$ cat config.mk
export PLATFORM = sky130hd
export DESIGN_NAME = hams_bitonic_block_packer
export DESIGN_NICKNAME = d
export VERILOG_FILES = /design/src/rtl/hams_bitonic_block_packer.sv
export SDC_FILE = /design/constraint.sdc
export NUM_CORES = 1
export LEC_CHECK = 0
export CORE_UTILIZATION = 51
export DETAILED_ROUTE_END_ITERATION = 10
export GPL_ROUTABILITY_DRIVEN = 1
export GPL_TIMING_DRIVEN = 0
export PLACE_DENSITY = 0.85
export REMOVE_ABC_BUFFERS = 1
export SLEW_MARGIN = 40
export SYNTH_ARGS = -nofsm -noshare
export SYNTH_HDL_FRONTEND = slang
export SYNTH_SLANG_ARGS = --single-unit
$ cat constraint.sdc
create_clock -name clk -period 11.62 [get_ports clk]
set_clock_uncertainty 0.15 [all_clocks]
set_input_delay 2.324 -clock clk [delete_from_list [all_inputs] [get_ports clk]]
set_output_delay 2.324 -clock clk [all_outputs]
set_load 0.01 [all_outputs]
$ cat src/rtl/hams_bitonic_block_packer.sv
// hams_bitonic_block_packer: packs a scalar key stream into NUM_ELEMENTS-lane
// blocks for the bitonic sorter, padding short final blocks with PAD_VALUE.
// Ports:
//   clk, rst                  clock and async active-high reset
//   in_data/in_vld/in_last    key stream in, in_rdy back-pressure
//   out_data/out_vld/out_rdy  packed block out (lane k at [k*DATA_WIDTH +: DATA_WIDTH])
//   out_last, out_pad_cnt     block carries final key / number of padded lanes
//   blk_cnt                   blocks accepted downstream, wrapping
module hams_bitonic_block_packer #(
    parameter int                    NUM_ELEMENTS = 4,
    parameter int                    DATA_WIDTH   = 32,
    parameter logic [DATA_WIDTH-1:0] PAD_VALUE    = {DATA_WIDTH{1'b1}},
    parameter int                    CNT_WIDTH    = 16
) (
    input  logic                                 clk,
    input  logic                                 rst,
    input  logic [DATA_WIDTH-1:0]                in_data,
    input  logic                                 in_vld,
    input  logic                                 in_last,
    output logic                                 in_rdy,
    output logic [NUM_ELEMENTS*DATA_WIDTH-1:0]   out_data,
    output logic                                 out_vld,
    input  logic                                 out_rdy,
    output logic                                 out_last,
    output logic [$clog2(NUM_ELEMENTS+1)-1:0]    out_pad_cnt,
    output logic [CNT_WIDTH-1:0]                 blk_cnt
);

    localparam int IW = $clog2(NUM_ELEMENTS);
    localparam int PW = $clog2(NUM_ELEMENTS + 1);
    localparam logic [IW-1:0] LAST_IDX = IW'(NUM_ELEMENTS - 1);

    typedef enum logic [1:0] {
        S_FILL,
        S_PAD,
        S_HOLD
    } state_t;

    state_t                            r_state;
    logic [IW-1:0]                     r_idx;
    logic [NUM_ELEMENTS*DATA_WIDTH-1:0] r_data;
    logic                              r_vld;
    logic                              r_last;
    logic [PW-1:0]                     r_pad_cnt;
    logic [CNT_WIDTH-1:0]              r_blk_cnt;
    logic                              w_accept;

    // Gated by rst so the source sees no ready while reset is held.
    assign in_rdy   = (r_state == S_FILL) && !rst;
    assign w_accept = in_vld && in_rdy;

    assign out_data    = r_data;
    assign out_vld     = r_vld;
    assign out_last    = r_last;
    assign out_pad_cnt = r_pad_cnt;
    assign blk_cnt     = r_blk_cnt;

    always_ff @(posedge clk or posedge rst) begin
        if (rst) begin
            r_state   <= S_FILL;
            r_idx     <= '0;
            r_data    <= '0;
            r_vld     <= 1'b0;
            r_last    <= 1'b0;
            r_pad_cnt <= '0;
            r_blk_cnt <= '0;
        end else begin
            unique case (r_state)
                S_FILL: begin
                    if (w_accept) begin
                        r_data[r_idx*DATA_WIDTH +: DATA_WIDTH] <= in_data;
                        // A full lane set wins over in_last: no pad cycle.
                        if (r_idx == LAST_IDX) begin
                            r_last    <= in_last;
                            r_pad_cnt <= '0;
                            r_vld     <= 1'b1;
                            r_state   <= S_HOLD;
                        end else if (in_last) begin
                            r_last  <= 1'b1;
                            r_state <= S_PAD;
                        end else begin
                            r_idx <= r_idx + IW'(1);
                        end
                    end
                end
                S_PAD: begin
                    // Fill every lane above the last written one.
                    for (int k = 0; k < NUM_ELEMENTS; k++) begin
                        if (k > int'(r_idx)) begin
                            r_data[k*DATA_WIDTH +: DATA_WIDTH] <= PAD_VALUE;
                        end
                    end
                    r_pad_cnt <= PW'(NUM_ELEMENTS - 1) - PW'(r_idx);
                    r_vld     <= 1'b1;
                    r_state   <= S_HOLD;
                end
                S_HOLD: begin
                    if (out_rdy) begin
                        r_blk_cnt <= r_blk_cnt + CNT_WIDTH'(1);
                        r_vld     <= 1'b0;
                        r_idx     <= '0;
                        r_last    <= 1'b0;
                        r_pad_cnt <= '0;
                        r_state   <= S_FILL;
                    end
                end
                default: begin
                    r_state <= S_FILL;
                end
            endcase
        end
    end

endmodule

==> results.json, run 1 <==
{
  "postSynthCellCount": 642,
  "timing.slew.headroom_pct": 47.8,
  "drc": 0,
  "fmax_ghz": 0.161,
  "cellInternalPower_w": 0.00164,
  "crit_slowest_cell": "clkdlybuf4s50_1",
  "p_leak_nw": 3.71,
  "ys_types": 39,
  "pwr-share-seq_pct": 34.7,
  "pwr-share-comb_pct": 43.7,
  "p_switching_w": 0.000886,
  "diodes": 0,
  "grt_max_degree": 79,
  "async_flop_share_pct": 100,
  "synth_top_area_cell": "dfrtp_1",
  "reg2reg_to": "out_data[75]",
  "first_global_vias": 5617,
  "grt_pass1_wl_um": 29200,
  "power.density_nw_per_um2": 279,
  "die_y_um": 113,
  "min-delay-start": "out_data[21]",
  "yosys.area_share.simple_pct": 16.5,
  "critPathKind": "input pin to output pin",
  "pwr-share-clk_pct": 21.6,
  "die_area_um2": 12900,
  "rows": 40,
  "synth_area_um2": 6330,
  "fin_area_um2": 9050,
  "clk_pin_slew_ps": 60,
  "placed_area_um2": 8470,
  "place_congestion": 0.834,
  "end_kind": "output pin",
  "cts.sinks": 152,
  "status": "finished, final reports clean",
  "timing.max_cap.violations": 0,
  "crit_path_start": "rst",
  "wire_per_inst_um": 18.5,
  "fin_crit_sh_pct": 53.4,
  "cts_setup_buffers": 0,
  "grt.total_usage_pct": 29.8,
  "required_ps": 9150,
  "start_util_pct": 52.5,
  "start_kind": "input pin",
  "slew_viol_final": 0,
  "final.setup.worst_slack_ps": 5420,
  "firstDrtPassIters": 5,
  "setup_viol": 0,
  "syn2layout_area_growth_pct": 42.9,
  "postSynthAreaPerCell_um2": 9.87,
  "yosys.area_share.xor_xnor_pct": 2.07,
  "finalNetCount": 865,
  "htree_num_levels": 4,
  "yosysSeqAreaShare_pct": 60.1,
  "hold_viol": 0,
  "pin_count": 187,
  "wirelength_um": 18500,
  "synth-compound-area-share_pct": 16.0,
  "crit_top_cell": "clkdlybuf4s50_1",
  "ir_worst_vdd_mv": 0.168,
  "crit_arrival_ps": 3730,
  "post-route-util_pct": 75.1,
  "finalSetupTns_ps": 0,
  "viasPerCell": 5.68,
  "die_x_um": 113,
  "via_count": 5687,
  "cts_hold_buf": 0,
  "clock_latency_ps": 420,
  "yosys_warnings": 0,
  "first_iter_violations": 543,
  "hp-class": "flip-flop to flip-flop",
  "netSwitchingFraction_pct": 35.1,
  "worstPathCellList": "clkdlybuf4s50_1, nor3_1, clkdlybuf4s50_1",
  "yosysTopAreaCellShare_pct": 60.1,
  "fin_crit_ps": 6200,
  "cts_root_buf": "clkbuf_16",
  "worstMarginPinSlew_ps": 783,
  "coreArea_um2": 12100,
  "cts_resized": 0,
  "cts_buffer_depth": 2,
  "reg2regPathDepth": 7,
  "synth_top_family_by_area": "simple AND/OR/NAND/NOR gates",
  "ys_seq_elements": 152,
  "synth_fa_ha_area_share_pct": 1.58,
  "drive_gt1_share_pct": 7.20,
  "r2r-start": "r_idx[0]",
  "cts-buffers-inserted": 17,
  "crit_end": "in_rdy",
  "muxShareOfSynthArea_pct": 0.178,
  "r2r_slack_ps": 8710,
  "dp_slack_ps": 5430,
  "gr-total-overflow": 0,
  "rsz0062_at_grt": "false",
  "dpl.hpwl_um": 12700,
  "crit_fanout": 6,
  "cts_tree": "yes",
  "ant_nets": 0,
  "grt_antenna_before_repair": 0,
  "yosys-top-cells-area": "dfrtp_1 (60%), nand2_1 (8.3%), a21oi_1 (7.7%)",
  "synth-edff-count": 0,
  "portBuffers": 185,
  "max_stage_delay_ps": 620,
  "synth-main-ff-cell": "dfrtp_1"
}
## power by group through the flow
stage	Clock [W]	Sequential [W]	Combinational, W
CTS	0.000549	0.000877	0.00111
detailed placement	0	0.000881	0.00110
floorplan	0	0.000960	0.000357
global placement	0	0.000864	0.000995
global route	0.000573	0.000899	0.00118
finish	0.000546	0.000876	0.00110
## per-layer routing
layer / vias to the layer above / global-route usage, % / part of all wire, %
met4: 0 / 15.6 / 4.2
li1: 2532 / - / -
met3: 68 / 7.44 / 7.1
met5: - / 0 / 0
met1: 2805 / 35.8 / 39
met2: 282 / 50.1 / 50
## placed cells by master, fill, tap and decap left out, types with 2 or more instances in the layout
cell and count:
a21oi_1 97, a2bb2oi_1 32, and2_1 2, buf_2 3, buf_4 3, buf_6 2
buf_8 8, bufinv_16 2, clkbuf_1 3, clkbuf_16 17, clkbuf_8 4, clkdlybuf4s50_1 185
clkinv_2 5, dfrtp_1 152, ha_1 8, inv_1 5, nand2_1 140, nand2_4 2
nand3_1 6, nand3b_1 2, nand4_1 5, nor2_1 71, nor3_1 2, nor3_4 2
nor3b_4 3, o21ai_0 28, o21ai_1 5, o2bb2ai_1 3, xnor2_1 13, xor2_1 2
## area by class of cell
cell class                 count  area [um^2]
multi-input combinational    441         2360
clock buffer                  24          492
timing repair buffer         202         2060
sequential                   152         3800
clock inverter                 8         93.8
tap                          168          210
inverter                       6         30.0
fill                         792         3010
## sequential cells by signal, summed over array words and instances, names as in the netlist
signal       flops
out_pad_cnt      2
blk_cnt         16
out_last         1
r_state          2
out_vld          1
out_data       128
r_idx            2
## worst max-delay path, delay by kind of cell
kind          cells  cell delay, ps
buf+inv           2            1190
simple gates      1             220
## per-stage QoR
| stage | total power [W] | std cells | hold WS [ps] |
|---|---|---|---|
| 5_1_grt | 0.00265 | 1001 | 341 |
| 4_1_cts | 0.00253 | 1001 | 330 |
| 6_report | 0.00253 | 1001 | 327 |
| 2_1_floorplan | 0.00132 | 599 | 358 |
| 3_3_place_gp | 0.00186 | 952 | 311 |
| 3_5_place_dp | 0.00198 | 969 | 315 |
## synth_stat cells (2+ instances only)
| master | count |
|---|---|
| dfrtp_1 | 152 |
| o21ai_0 | 28 |
| buf_2 | 19 |
| nand3_1 | 6 |
| inv_1 | 6 |
| a2bb2oi_1 | 32 |
| xnor2_1 | 13 |
| buf_4 | 5 |
| nand3b_1 | 2 |
| nor2_1 | 71 |
| nor3_1 | 3 |
| o2bb2ai_1 | 3 |
| nand2_1 | 140 |
| clkbuf_1 | 17 |
| nor3b_2 | 3 |
| xor2_1 | 2 |
| a21oi_1 | 98 |
| nor3_2 | 2 |
| nand2_2 | 2 |
| o21ai_1 | 5 |
| ha_1 | 8 |
| nand4_1 | 5 |
| clkbuf_2 | 2 |
| and2_1 | 3 |
## logic make-up after synthesis
logic type               Yosys count
AO/OA/AOI/OAI                    172
XOR/XNOR                          15
adder cells (fa/ha/maj)            8
buffers and inverters             49
flip-flops                       152
multiplexers                       1
other                              1
AND/OR/NAND/NOR                  244
## worst min-delay path by stage
stage	endpoint	cells past startpoint
2_1_floorplan	blk_cnt[15]	1
3_3_place_gp	out_data[24]	2
3_5_place_dp	blk_cnt[15]	1
4_1_cts	blk_cnt[15]	1
5_1_grt	out_data[21]	2
6_report	out_data[21]	2
No activity file was read; power rests on OpenSTA's default activity.
==> run 2, diff against run 1 <==
--- a/config.mk
+++ b/config.mk
@@ -5,11 +5,11 @@
 export SDC_FILE = /design/constraint.sdc
 export NUM_CORES = 1
 export LEC_CHECK = 0
-export CORE_UTILIZATION = 51
+export CORE_UTILIZATION = 47
 export DETAILED_ROUTE_END_ITERATION = 10
 export GPL_ROUTABILITY_DRIVEN = 1
 export GPL_TIMING_DRIVEN = 0
-export PLACE_DENSITY = 0.85
+export PLACE_DENSITY = 0.8
 export REMOVE_ABC_BUFFERS = 1
 export SLEW_MARGIN = 40
 export SYNTH_ARGS = -nofsm -noshare
==> constraint.sdc (replaced) <==
create_clock -name clk -period 6.5 [get_ports clk]
set_clock_uncertainty 0.15 [all_clocks]
set_input_delay 1.3 -clock clk [delete_from_list [all_inputs] [get_ports clk]]
set_output_delay 1.3 -clock clk [all_outputs]
set_load 0.01 [all_outputs]
==> results.json, run 2 (synthesis gave the netlist of run 1 again) <==
{
  "status": "finished, final reports clean",
  "critPathKind": "input pin to output pin",
  "wirelength_um": 18100,
  "power_w": 0.00451,
  "holdWs_ps": 329,
  "start_util_pct": 48.0,
  "ir_worst_vdd_mv": 0.235,
  "power.density_nw_per_um2": 497,
  "p_leak_nw": 3.70,
  "crit_arrival_ps": 2740,
  "grt_pass1_wl_um": 29300,
  "met2WireLength_um": 9180,
  "rsz0062_at_grt": "false",
  "finalSetupTns_ps": 0,
  "rows": 42,
  "wire_per_inst_um": 18.0,
  "timing.slew.headroom_pct": 49.5,
  "worstMarginPinSlew_ps": 757,
  "fin_crit_ps": 4190,
  "clk_pin_slew_ps": 60,
  "die_y_um": 118,
  "grt_antenna_before_repair": 0,
  "multi_input_area_um2": 2360,
  "drive_gt1_share_pct": 7.44,
  "grt.total_usage_pct": 27.0,
  "cts-buffers-inserted": 17,
  "htree_num_levels": 4,
  "place_congestion": 0.812,
  "timing.max_cap.violations": 0,
  "cts_buffer_depth": 2,
  "hold_viol": 0,
  "start_kind": "input pin",
  "cts_hold_buf": 0,
  "cts_root_buf": "clkbuf_16",
  "viasPerCell": 5.46,
  "end_kind": "output pin",
  "dpl.hpwl_um": 12200,
  "cts.sinks": 152,
  "ant_nets": 0,
  "grt_max_degree": 79,
  "die_area_um2": 13900,
  "portBuffers": 185,
  "syn2layout_area_growth_pct": 43.1,
  "die_x_um": 118,
  "cts_setup_buffers": 0,
  "register_area_um2": 3800,
  "largest_reg_flops": 128,
  "cts_resized": 0,
  "dp_slack_ps": 2330,
  "required_ps": 5050,
  "finalNetCount": 865,
  "dp.cells": 977,
  "fillers": 956,
  "setup_viol": 0,
  "coreArea_um2": 13200,
  "drc": 0,
  "wl_met3_um": 1240,
  "fmax_ghz": 0.239,
  "final.setup.worst_slack_ps": 2310,
  "first_iter_violations": 575,
  "layout_commonest_cell": "clkdlybuf4s50_1",
  "diodes": 0,
  "fin_crit_sh_pct": 64.5,
  "slew_viol_final": 0,
  "first_global_vias": 5545,
  "gr-total-overflow": 0,
  "wl_met1_um": 7370,
  "hp-class": "flip-flop to flip-flop",
  "pin_count": 187,
  "clock_latency_ps": 420,
  "highest_layer": "met4",
  "stdcell_count": 1009,
  "cts_tree": "yes",
  "final_cell_mix": "clkdlybuf4s50_1 (185), dfrtp_1 (152), nand2_1 (140)",
  "firstDrtPassIters": 5,
  "crit_fanout": 6,
  "via_count": 5508
}
## run 2: worst max-delay path: stages
cell             delay (ps)
clkdlybuf4s50_1         610
nor3_1                  250
clkdlybuf4s50_1         580
## run 2: final timing paths
kind / from / end / slack, ps / cells after the start
worst max register to register: r_idx[0] / out_data[44] / 3610 / 6
worst min-delay path: out_data[26] / out_data[26] / 330 / 2
worst min register to register: out_data[26] / out_data[26] / 330 / 2
worst max-delay path: rst / in_rdy / 2310 / 3
max in group asynchronous: rst / out_data[68] / 4100 / 3
min in group asynchronous: rst / r_state[1] / 1360 / 2
## run 2: layout make-up
type / count / area share (%)
Inverter: 6 / 0.331
Sequential cell: 152 / 42.0
Clock buffer: 19 / 4.89
Timing Repair Buffer: 202 / 22.6
Clock inverter: 13 / 1.70
Tap cell: 176 / 2.43
Multi-Input combinational cell: 441 / 26.1
## run 2: through the flow
step                      instance area, um^2  utilization (%)
after global placement                   8200             62.2
final                                    9060             68.7
after CTS                                9060             68.7
after global routing                     9060             68.7
after detailed placement                 8470             64.2
after floorplan                          6130                -
## run 2: power by group
group | total (W) | internal, W | leakage [nW] | switching [W]
combinational | 0.00195 | 0.000994 | 1.68 | 0.000951
sequential | 0.00157 | 0.00132 | 1.74 | 0.000249
clock | 0.000993 | 0.000610 | 0.285 | 0.000383
total | 0.00451 | 0.00292 | 3.70 | 0.00158
## run 2: per-layer routing
metal	up-vias	GRT usage, %
li1	2532	-
met1	2724	33.5
met2	225	45.1
met3	27	6.44
met4	0	11.2
met5	-	0
==> RTL edit, RTL diff (settings of run 2) <==
Put one more register stage on the output `blk_cnt`, with the module's reset. The value now appears one clock later. The other outputs are not delayed to match.
--- a/src/rtl/hams_bitonic_block_packer.sv
+++ b/src/rtl/hams_bitonic_block_packer.sv
@@ -54,5 +54,11 @@
     assign out_last    = r_last;
     assign out_pad_cnt = r_pad_cnt;
-    assign blk_cnt     = r_blk_cnt;
+    always_ff @(posedge clk or posedge rst) begin
+        if (rst) begin
+            blk_cnt <= '0;
+        end else begin
+            blk_cnt <= r_blk_cnt;
+        end
+    end
 
     always_ff @(posedge clk or posedge rst) begin
Check against the original RTL: not equivalent (Yosys sat finds a counterexample within 4 cycles, from zero or initial values and one cycle with rst high).
==> RTL edit against run 2 <==
Setup slack improved by 0.033 ns; power grew 6.1%; register-to-register slack better by 0.14 ns; sequential power grew 9.6%; sequential cell count is 16 higher; final area up 6.2%; critical path depth did not move; synthesized area up 6.3%; routed wire length grew 6.0%; critical path type unchanged; critical endpoint unchanged; largest cell class unchanged; highest routed layer unchanged.
==> RTL edit: results (changes against run 2) <==
stage;metric;value;unit;change
placement;placedCellCount;995;;was 977
outcome;outcome;finished clean;;unchanged
logic_synthesis;synth_top_cells_by_count;dfrtp_1 (168), nand2_1 (136), a21oi_1 (101);;was dfrtp_1 (152), nand2_1 (140), a21oi_1 (98)
global_route;antenna_found_initial;0;;unchanged
global_route;grtUsageTotal;0.271;;was 0.270
logic_synthesis;synth.avg_cell_area;10.3;µm²;was 9.87 µm²
power_and_ir_drop;p_sw;0.00161;W;was 0.00158 W
placement;dp_hpwl;13100;µm;was 12200 µm
global_route;grt_pass1_wl;30400;µm;was 29300 µm
global_route;grt_max_degree;76;;was 79
cells_and_area;drive_above_1_share;0.0768;;was 0.0744
drt;vias;5696;;was 5508
critical_path;critical_path_arrival;2.71;ns;was 2.74 ns
cells_and_area;largest_reg_flops;128;;unchanged
power_and_ir_drop;leakage;4.01;nW;was 3.70 nW
cells_and_area;final_nets;879;;was 865
placement;routabilityCongestion;0.767;;was 0.812
drt;wire_per_inst;18.7;µm;was 18.0 µm
placement;pre_cts_ws;2.36;ns;was 2.33 ns
logic_synthesis;synth_area_leaders;dfrtp_1 (62%), nand2_1 (7.6%), a21oi_1 (7.5%), a2bb2oi_1 (4.2%), nor2_1 (3.8%);;was dfrtp_1 (60%), nand2_1 (8.3%), a21oi_1 (7.7%), a2bb2oi_1 (4.4%), nor2_1 (4.2%)
power_and_ir_drop;max-vdd-ir-drop;0.220;mV;was 0.235 mV
global_route;grt_pass1_vias;5935;;was 5545
drt;viasPerCell;5.55;;was 5.46
logic_synthesis;ys_warn_count;0;;unchanged
cts;clk-insertion-delay-late;0.41;ns;
logic_synthesis;yosysUniqueCellTypes;38;;was 39
critical_path;worstPathMaxFanout;5;;was 6
logic_synthesis;ys_seq_area_frac;0.624;;was 0.601
cells_and_area;fillers;988;;was 956
drt;drtIter0Drc;595;;was 575
cts;cts_buffers;17;;unchanged
cts;clock_path_buffers;2;;unchanged
timing;relSlewSlack;0.528;;was 0.495
[RTL edit: cell types whose count changed after synthesis, sizes merged, moves of 4 or more]
cell | before | now
nor2 | 72 | 68
dfrtp | 152 | 168
and3 | 1 | 7
nand2 | 142 | 138
[RTL edit: power groups by stage]
stage                     clock [W]  combinational (W)  sequential, W
after floorplan                   0           0.000628        0.00186
after global placement            0            0.00179        0.00169
after detailed placement          0            0.00197        0.00173
after CTS                   0.00111            0.00198        0.00172
after global routing        0.00114            0.00212        0.00176
final                       0.00109            0.00197        0.00172
[RTL edit: metal layers]
metal	track usage	up-vias	part of all wire
met5	0	-	0
met4	0.0949	0	0.016
met3	0.0730	30	0.071
met2	0.460	269	0.50
met1	0.333	2837	0.41
li1	-	2560	-
[RTL edit: worst max-delay path: cells and delay by family]
| kind | cells | cell delay, ns |
|---|---|---|
| buffers and inverters | 2 | 1.17 |
| and+or+nand+nor | 1 | 0.24 |
[RTL edit: path summary, 6_finish.rpt]
check                                     startpoint                   endpoint  slack (ns)  cells past startpoint
max                                              rst                     in_rdy        2.34                      3
min                        r_blk_cnt[15]$_DFFE_PP0P_      blk_cnt[15]$_DFF_PP0_        0.25                      0
max reg2reg                     r_idx[0]$_DFFE_PP0P_   out_data[45]$_DFFE_PP0P_        3.75                      6
min reg2reg                r_blk_cnt[15]$_DFFE_PP0P_      blk_cnt[15]$_DFF_PP0_        0.25                      0
max in group asynchronous                        rst  out_data[121]$_DFFE_PP0P_        4.25                      3
min in group asynchronous                        rst     r_state[0]$_DFFE_PP0P_        1.30                      2
[RTL edit: through the flow]
step                cell area [µm²]  hold slack (ns)  TNS (ns)
detailed placement             8980            0.240         0
floorplan                      6530            0.223         0
global route                   9620            0.274         0
finish                         9620            0.254         0
CTS                            9620            0.254         0
global placement               8600            0.235   -255.82
[RTL edit: cell families after synthesis]
family          synth area share
simple gates               0.153
compound gates             0.151
flops                      0.624
buf+inv                   0.0321
xor+xnor                  0.0208
fa+ha+maj                 0.0149
mux                      0.00316
other cells             0.000557
[RTL edit: layout make-up]
type	count	area, µm²	share of cell area
sequential	168	4200	0.437
multi-input combinational	440	2380	0.247
timing repair buffer	204	2150	0.224
clock buffer	19	443	0.0460
tap	180	225	0.0234
clock inverter	12	199	0.0207
inverter	3	18.8	0.00195
